`config.mk`:
```
export PLATFORM = sky130hd
export DESIGN_NAME = alu_share_ctrl
export DESIGN_NICKNAME = d
export VERILOG_FILES = /design/src/rtl/alu_share_ctrl_pkg.sv /design/src/rtl/alu_share_ctrl_alu.sv /design/src/rtl/alu_share_ctrl.sv
export SDC_FILE = /design/constraint.sdc
export NUM_CORES = 1
export LEC_CHECK = 0
export CORE_MARGIN = 5
export CORE_UTILIZATION = 45
export DETAILED_ROUTE_END_ITERATION = 10
export MAX_ROUTING_LAYER = met4
export PLACE_DENSITY = 0.83
export SLEW_MARGIN = 20
export SYNTH_ARGS = -nofsm -noshare
export SYNTH_HDL_FRONTEND = slang
export SYNTH_SLANG_ARGS = --single-unit
```
`constraint.sdc`:
```
create_clock -name clk -period 3.4 [get_ports clk]
set_clock_uncertainty 0.1 [all_clocks]
set_input_delay 0.68 -clock clk [delete_from_list [all_inputs] [get_ports clk]]
set_output_delay 0.68 -clock clk [all_outputs]
set_load 0.01 [all_outputs]
```
`src/rtl/alu_share_ctrl_pkg.sv`:
```
// Shared opcode constants, FSM state encoding and opcode helpers for the
// shared-ALU arbiter/sequencer.
package alu_share_ctrl_pkg;

  localparam logic [2:0] OP_ADD = 3'b000;
  localparam logic [2:0] OP_SUB = 3'b001;
  localparam logic [2:0] OP_AND = 3'b010;
  localparam logic [2:0] OP_OR  = 3'b011;
  localparam logic [2:0] OP_XOR = 3'b100;
  localparam logic [2:0] OP_MUL = 3'b101;

  typedef enum logic [1:0] {
    ST_IDLE = 2'b00,
    ST_EXEC = 2'b01,
    ST_RESP = 2'b10
  } state_t;

  // Opcodes 110 and 111 have no ALU function and are flagged as errors.
  function automatic logic op_illegal(input logic [2:0] op);
    return (op >= 3'b110);
  endfunction

endpackage

```
`src/rtl/alu_share_ctrl_alu.sv`:
```
// Shared 4-bit ALU datapath: add/sub with carry and signed overflow,
// bitwise and/or/xor, and low nibble of the product. Illegal opcodes
// produce an all-zero result.
module TOP_fourbit_ALU
  import alu_share_ctrl_pkg::*;
(
  input  logic [2:0] op,
  input  logic [3:0] a,
  input  logic [3:0] b,
  input  logic       sub,
  output logic [3:0] out,
  output logic       cout,
  output logic       v
);

  logic        [3:0] b_eff;
  logic        [4:0] sum;
  logic        [3:0] prod;
  logic signed [3:0] a_s;
  logic signed [3:0] b_eff_s;
  logic signed [3:0] sum_s;

  // Adder/subtractor shares one carry chain; subtract is a + ~b + 1.
  always_comb begin
    b_eff   = sub ? ~b : b;
    sum     = {1'b0, a} + {1'b0, b_eff} + {4'b0000, sub};
    prod    = a * b;
    a_s     = a;
    b_eff_s = b_eff;
    sum_s   = sum[3:0];
    out     = 4'b0000;
    cout    = 1'b0;
    v       = 1'b0;
    case (op)
      OP_ADD, OP_SUB: begin
        out  = sum[3:0];
        cout = sum[4];
        // Signed overflow: equal operand signs into the adder, differing result sign.
        v    = (a_s[3] == b_eff_s[3]) && (sum_s[3] != a_s[3]);
      end
      OP_AND:  out = a & b;
      OP_OR:   out = a | b;
      OP_XOR:  out = a ^ b;
      OP_MUL:  out = prod;
      default: out = 4'b0000;
    endcase
  end

endmodule

```
`src/rtl/alu_share_ctrl.sv`:
```
// Two-requester round-robin arbiter and 3-state sequencer around one shared
// 4-bit ALU. One command is in flight at a time; the tagged response is held
// until the consumer accepts it, and completions are counted per requester.
module alu_share_ctrl
  import alu_share_ctrl_pkg::*;
#(
  parameter int CNT_W = 8
) (
  input  logic             clk,
  input  logic             rst_n,
  input  logic             req0_valid,
  output logic             req0_ready,
  input  logic [2:0]       req0_opcode,
  input  logic [3:0]       req0_a,
  input  logic [3:0]       req0_b,
  input  logic             req1_valid,
  output logic             req1_ready,
  input  logic [2:0]       req1_opcode,
  input  logic [3:0]       req1_a,
  input  logic [3:0]       req1_b,
  output logic             rsp_valid,
  input  logic             rsp_ready,
  output logic             rsp_id,
  output logic [3:0]       rsp_out,
  output logic             rsp_cout,
  output logic             rsp_v,
  output logic             rsp_err,
  output logic             busy,
  output logic [CNT_W-1:0] cnt0,
  output logic [CNT_W-1:0] cnt1
);

  state_t     state;
  logic       rr_last;
  logic [2:0] op_p0;
  logic [3:0] a_p0;
  logic [3:0] b_p0;
  logic       id_p0;
  logic       grant0;
  logic       grant1;
  logic [3:0] alu_out;
  logic       alu_cout;
  logic       alu_v;

  // Completion counters stick at all-ones instead of wrapping.
  function automatic logic [CNT_W-1:0] sat_inc(input logic [CNT_W-1:0] c);
    return (&c) ? c : c + 1'b1;
  endfunction

  // Round-robin grant: the requester not served last wins a tie.
  always_comb begin
    grant0 = (state == ST_IDLE) && req0_valid && (!req1_valid || rr_last);
    grant1 = (state == ST_IDLE) && req1_valid && (!req0_valid || !rr_last);
  end

  assign req0_ready = grant0;
  assign req1_ready = grant1;
  assign busy       = (state != ST_IDLE);

  TOP_fourbit_ALU u_alu (
    .op   (op_p0),
    .a    (a_p0),
    .b    (b_p0),
    .sub  (op_p0 == OP_SUB),
    .out  (alu_out),
    .cout (alu_cout),
    .v    (alu_v)
  );

  // Sequencer: capture on grant, execute for one cycle, hold response until accepted.
  always_ff @(posedge clk or negedge rst_n) begin
    if (!rst_n) begin
      state     <= ST_IDLE;
      rr_last   <= 1'b1;
      op_p0     <= '0;
      a_p0      <= '0;
      b_p0      <= '0;
      id_p0     <= 1'b0;
      rsp_valid <= 1'b0;
      rsp_id    <= 1'b0;
      rsp_out   <= '0;
      rsp_cout  <= 1'b0;
      rsp_v     <= 1'b0;
      rsp_err   <= 1'b0;
      cnt0      <= '0;
      cnt1      <= '0;
    end else begin
      case (state)
        // Stage p0: command capture
        ST_IDLE: begin
          if (grant0 || grant1) begin
            op_p0   <= grant1 ? req1_opcode : req0_opcode;
            a_p0    <= grant1 ? req1_a      : req0_a;
            b_p0    <= grant1 ? req1_b      : req0_b;
            id_p0   <= grant1;
            rr_last <= grant1;
            state   <= ST_EXEC;
          end
        end
        // Stage p1: ALU result registered into the response
        ST_EXEC: begin
          rsp_out   <= alu_out;
          rsp_cout  <= alu_cout;
          rsp_v     <= alu_v;
          rsp_err   <= op_illegal(op_p0);
          rsp_id    <= id_p0;
          rsp_valid <= 1'b1;
          state     <= ST_RESP;
        end
        ST_RESP: begin
          if (rsp_ready) begin
            rsp_valid <= 1'b0;
            state     <= ST_IDLE;
            if (rsp_id) cnt1 <= sat_inc(cnt1);
            else        cnt0 <= sat_inc(cnt0);
          end
        end
        default: state <= ST_IDLE;
      endcase
    end
  end

endmodule

```
Word-level counts from Yosys, hierarchy flattened
Index checks and enable logic that the tools add are counted.
{"block": "totals", "out_inout_bits": 28, "input_bits": 27, "register_bits": 40}
{"block": "op_classes", "mul": 1, "eq_ne": 11, "n_bitwise": 7, "mux": 12, "add_sub_neg": 4, "order_cmp": 1, "reduce_logical": 23}
{"cell": "one-hot mux 4 bit (5 select lines)", "n": 1}
{"cell": "adder 8 x 1 -> 8 bit, second input constant", "n": 2}
{"cell": "AND reduction 8 bit", "n": 2}
{"cell": "2-to-1 mux 4 bit", "n": 3}
{"cell": "AND reduction 4 bit", "n": 2}
{"cell": "== test 3 x 2 -> 1 bit, second input constant", "n": 2}
{"cell": "== test 3 bit, second input constant", "n": 2}
{"cell": "one-hot mux 2 bit (3 select lines)", "n": 1}
{"cell": "AND reduction 2 bit", "n": 3}
{"cell": "adder 4 x 4 -> 5 bit", "n": 1}
{"cell": "adder 5 x 1 -> 5 bit", "n": 1}
{"cell": "logical AND 1 bit", "n": 5}
{"cell": "bitwise AND 4 bit", "n": 1}
{"cell": "multiplier 4 x 4 -> 4 bit", "n": 1}
{"cell": "2-to-1 mux 2 bit", "n": 2}
{"cell": "NOT 4 bit", "n": 1}
{"cell": "OR 4 bit", "n": 1}
{"cell": "nonzero test 2 bit", "n": 2}
{"cell": "bitwise XOR 4 bit", "n": 1}
{"cell": "== test 3 x 1 -> 1 bit, second input constant", "n": 1}
{"cell": ">= comparator 3 bit, second input constant", "n": 1}
{"cell": "logical NOT 1 bit", "n": 3}
{"cell": "logical NOT 3 bit", "n": 1}
{"cell": "logical OR 1 bit", "n": 3}
{"cell": "12 further kinds", "n": 16}

Depth between registers and ports, before layout
{"block": "logic_depth", "ltp_word": 7, "ltp_mapped": 10, "ltp_nobuf": 10}

Hierarchy
Synthesis repeated with hierarchy kept, for this count alone.
{"block": "unflattened", "cells_unflattened": 261, "area_unflattened_um2": 2646.3}
{"module": "alu_share_ctrl", "area_per_inst_um2": 2037.0, "cells_each": 183, "instances": 1, "seq_area_each_um2": 1002.2}
{"module": "TOP_fourbit_ALU", "area_per_inst_um2": 609.3, "cells_each": 78, "instances": 1, "seq_area_each_um2": 0.0}

Least setup slack after synthesis
Ideal clock, no wire load.
{"block": "synth_timing", "path_kind": "register to register", "from": "register b_p0[0]", "to": "register rsp_out[1]", "stages_incl_launch_ff": 8, "setup_slack_ps": 1188, "setup_ps": 83, "arrival_ps": 2029, "required_ps": 3217, "cell_sequence": "dfrtp_1 > or4b_1 > a21boi_0 > fa_1 > nor2b_1 > a211oi_1 > a21oi_1 > o21ai_0"}
{"block": "synth_via", "elab_chain_len": 5}
{"element": "start, declared", "line": "alu_share_ctrl.sv:37", "text": "logic [3:0] b_p0;"}
{"element": "start signal, assigned", "line": "alu_share_ctrl.sv:94", "text": "b_p0 <= grant1 ? req1_b : req0_b;"}
{"element": "NOT 4 bit", "line": "alu_share_ctrl_alu.sv:25", "text": "b_eff = sub ? ~b : b;"}
{"element": "2-to-1 mux 4 bit", "line": "alu_share_ctrl_alu.sv:25"}
{"element": "adder 4 x 4 -> 5 bit", "line": "alu_share_ctrl_alu.sv:26", "text": "sum = {1'b0, a} + {1'b0, b_eff} + {4'b0000, sub};"}
{"element": "adder 5 x 1 -> 5 bit", "line": "alu_share_ctrl_alu.sv:26"}
{"element": "one-hot mux 4 bit (5 select lines) *", "line": "alu_share_ctrl_alu.sv:34", "text": "case (op)"}
{"element": "end signal, assigned", "line": "alu_share_ctrl.sv:102", "text": "rsp_out <= alu_out;"}
{"element": "end, declared", "line": "alu_share_ctrl.sv:24", "text": "output logic [3:0] rsp_out,"}
Every way passes the cells marked *; elsewhere a longest branch is shown, timed or not.
A chain may end at the register's enable or synchronous reset.

Final worst setup path
{"block": "layout_timing", "from": "input port req1_valid", "to": "output port req0_ready"}
{"block": "layout_via", "elab_chain_len": 3}
{"element": "start, declared", "line": "alu_share_ctrl.sv:16", "text": "input logic req1_valid,"}
{"element": "logical NOT 1 bit", "line": "alu_share_ctrl.sv:52", "text": "grant0 = (state == ST_IDLE) && req0_valid && (!req1_valid || rr_last);"}
{"element": "logical OR 1 bit", "line": "alu_share_ctrl.sv:52"}
{"element": "logical AND 1 bit", "line": "alu_share_ctrl.sv:52"}
{"element": "end, declared", "line": "alu_share_ctrl.sv:12", "text": "output logic req0_ready,"}
No other way between the ends.

==> summary.md <==
| Metric | Value |
|---|---|
| Outcome | `completed` |
| RSZ-0062 raised after global routing | `no` |
| Pwr dens | `882 nW/um2` |
| Clock root buffer | `clkbuf_8` |
| Final WL | `5070 um` |
| Die Footprint | `just under 7000 um2` |
| Max VDD drop | `roughly 380 uV` |
| Layout cells sized above 1 | `5.68%` |
| Final hold violation count | `0` |
| Max_slew headroom | `43.6%` |
| Setup Buffers After CTS | `0` |
| I/O pin total | `55` |
| Num CTS Buffers | `5` |
| Mux cell area share after synthesis | `2.25%` |
| Final TNS setup | `0 ns` |
| Ys flop type | `dfrtp_1` |
| Area Growth Syn to Fin | `30.0%` |
| Residual DRC | `0` |
| Port Buffers | `54` |
| First-pass detailed-route iteration total | `4` |
| Netlist Area Pre-Place | `2330 um2` |
| Fraction of registers with async set/reset | `100%` |
| Routed wire per std cell | `~13 um` |
| Vias/cell | `5.07` |
| Number of synthesized register bits | `40` |
| Die Span Y | `82.0 um` |
| Complex-gate fraction of the synthesized area | `between 10 and 15%` |
| Post-CTS sizing | `0` |
| Post-Synth XOR/XNOR Area | `9.38%` |
| Most common library cell in the layout ignoring fill and taps | `nand2_1` |
| Rows | `26` |
| Register area share after synthesis | `a little over two fifths` |
| Hpwl dp | `slightly below 4000 um` |
| Initial antenna violation count | `0` |
| RD Place Congestion | `0.826` |
| Post-Syn Area per Cell | `8.97 um2` |
| WP data arrival | `1.92 ns` |
| H-Tree Level Count | `2` |
| FILL cells | `456` |
| Max Fclk | `0.370 GHz` |
| Number of synthesized flops with an enable pin | `0` |
| Global Route Usage Sum | `17.3%` |
| Setup-failing EPs final | `0` |
| Period Utilization, post-route | `between 70 and 80%` |
| Crit path kind | `in2out` |
| Core area | `5070 um2` |
| Setup crit start kind | `input port` |
| First-pass GRT wire length | `8790 um` |
| Worst-path clk slew | `0.08 ns` |
| Largest family of logic cells by synthesized area | `simple AND/OR/NAND/NOR gates` |
| Die W | `82.0 um` |
| Adder-Cell Fraction of Synth Area | `9.97%` |
| Iteration-0 DRC Markers | `83` |
| ANT nets after route | `0` |
| Worst min path class | `in2async` |
| Initial Utilization | `46.0%` |
| P_leak | `1.38 nW` |
| Diodes inserted | `0` |
| Gate Count Post-Synth | `260` |
| Simple-gate share of the synthesized area | `roughly a fifth` |
| Fin crit period | `approximately 2.7 ns` |
| Synth warnings | `0` |
| Vias in the first global route | `about 1,900` |
| Syn Nets | `~300` |
| Actual slew at the worst max-slew pin | `0.846 ns` |
| Worst-path maximum fanout | `2` |
| Hold_buf cts | `0` |
| Largest net degree at the start of global routing | `41` |
| Final Max Tran Viols | `0` |
| Nets | `361` |
| Most frequent cells in the layout | `nand2_1, clkdlybuf4s50_1, dfrtp_1` |
| Clock tree buffer depth | `2` |
| Distinct cells, synth | `33` |
| Clock Latency Late Sink | `0.30 ns` |
| CTS tree | `yes` |
| PnR Total Power | `0.00268 W` |
| CTS Sinks | `40` |
| CP Capture Type | `primary output` |
| Via count | `1,961` |
| Crit path required time | `around 2.6 ns` |
| Grt ovf | `0` |
| Max Cap Violations | `0` |
[synth_stat cells (2+ instances only)]
cell type	number	area share (%)
a211oi_1	3	0.97
a21oi_1	5	1.1
a31oi_1	11	2.9
and3_1	4	1.1
clkbuf_1	8	1.3
dfrtp_1	39	42
ha_1	17	9.1
inv_1	13	2.1
mux2_2	2	0.97
mux2i_1	3	1.3
nand2_1	54	8.7
nand2b_1	3	0.80
nand3_1	7	1.5
nand4_1	6	1.6
nor2_1	27	4.3
nor2b_1	4	1.1
o211ai_1	2	0.64
o21a_1	2	0.64
o21ai_0	13	2.8
xnor2_1	16	6.0
xor2_1	9	3.4
[cells by family (layout without fill, tap and decap cells)]
kind of cell,after synthesis,in the layout
AO/OA/AOI/OAI,41,41
XOR/XNOR,25,25
adder cells (fa/ha/maj),18,18
buffers and inverters,21,78
flip-flops,40,40
multiplexers,5,5
AND/OR/NAND/NOR,110,110
[critical path, cell delays in order]
cell,delay [ns]
clkdlybuf4s50_1,0.42
nand2b_1,0.08
nand3_1,0.10
inv_1,0.11
clkdlybuf4s50_1,0.54
[state kept, by name, summed over array words and instances, names as in the netlist, 2 cells and up]
register  flops
a_p0          4
op_p0         3
b_p0          4
cnt1          8
state         2
rsp_out       4
cnt0          8
[per-layer routing]
metal,vias up,GRT usage (%),share of wire (%)
met2,58,25.7,46
met5,-,-,0
met3,6,4.06,6.9
li1,989,-,-
met4,0,4.49,1.2
met1,908,23.9,46
[stage by stage]
stage                     utilization (%)  hold WS (ns)  instances  area [um2]  worst slack (ns)
after global placement               58.1         0.356        379        2950             0.716
after detailed placement             58.1         0.365        379        2950             0.675
final                                59.8         0.376        387        3030             0.696
after CTS                            59.8         0.375        387        3030             0.670
after floorplan                         -         0.284        260        2330              1.19
after global routing                 59.8         0.415        387        3030             0.546
[path summary, 6_finish.rpt]
path,from,to,slack (ns),cells after the start
max,req1_valid,req0_ready,0.70,5
min,rst_n,cnt0[4]$_DFFE_PN0P_,0.38,1
max reg2reg,op_p0[1]$_DFFE_PN0P_,rsp_out[2]$_DFFE_PN0P_,0.77,9
min reg2reg,rr_last$_DFFE_PN1P_,rr_last$_DFFE_PN1P_,0.38,2
max in group asynchronous,rst_n,cnt1[2]$_DFFE_PN0P_,2.28,1
min in group clk,rr_last$_DFFE_PN1P_,rr_last$_DFFE_PN1P_,0.38,2
[final cells by class]
type	instances	area [um2]	share of cell area [%]
multi-input cells	199	1250	41.3
flip-flops and latches	40	1000	33.0
repair buffers	57	558	18.4
well taps	70	87.6	2.89
clock buffers	6	72.6	2.39
inverters	13	48.8	1.61
clock inverters	2	12.5	0.412
[where the power goes]
group	internal, W	switching (W)	total, W
combinational	0.000723	0.000733	0.00146
sequential	0.000655	0.000257	0.000912
clock	0.000143	0.000166	0.000309
Note: power is estimated with default switching activity, not from simulation.
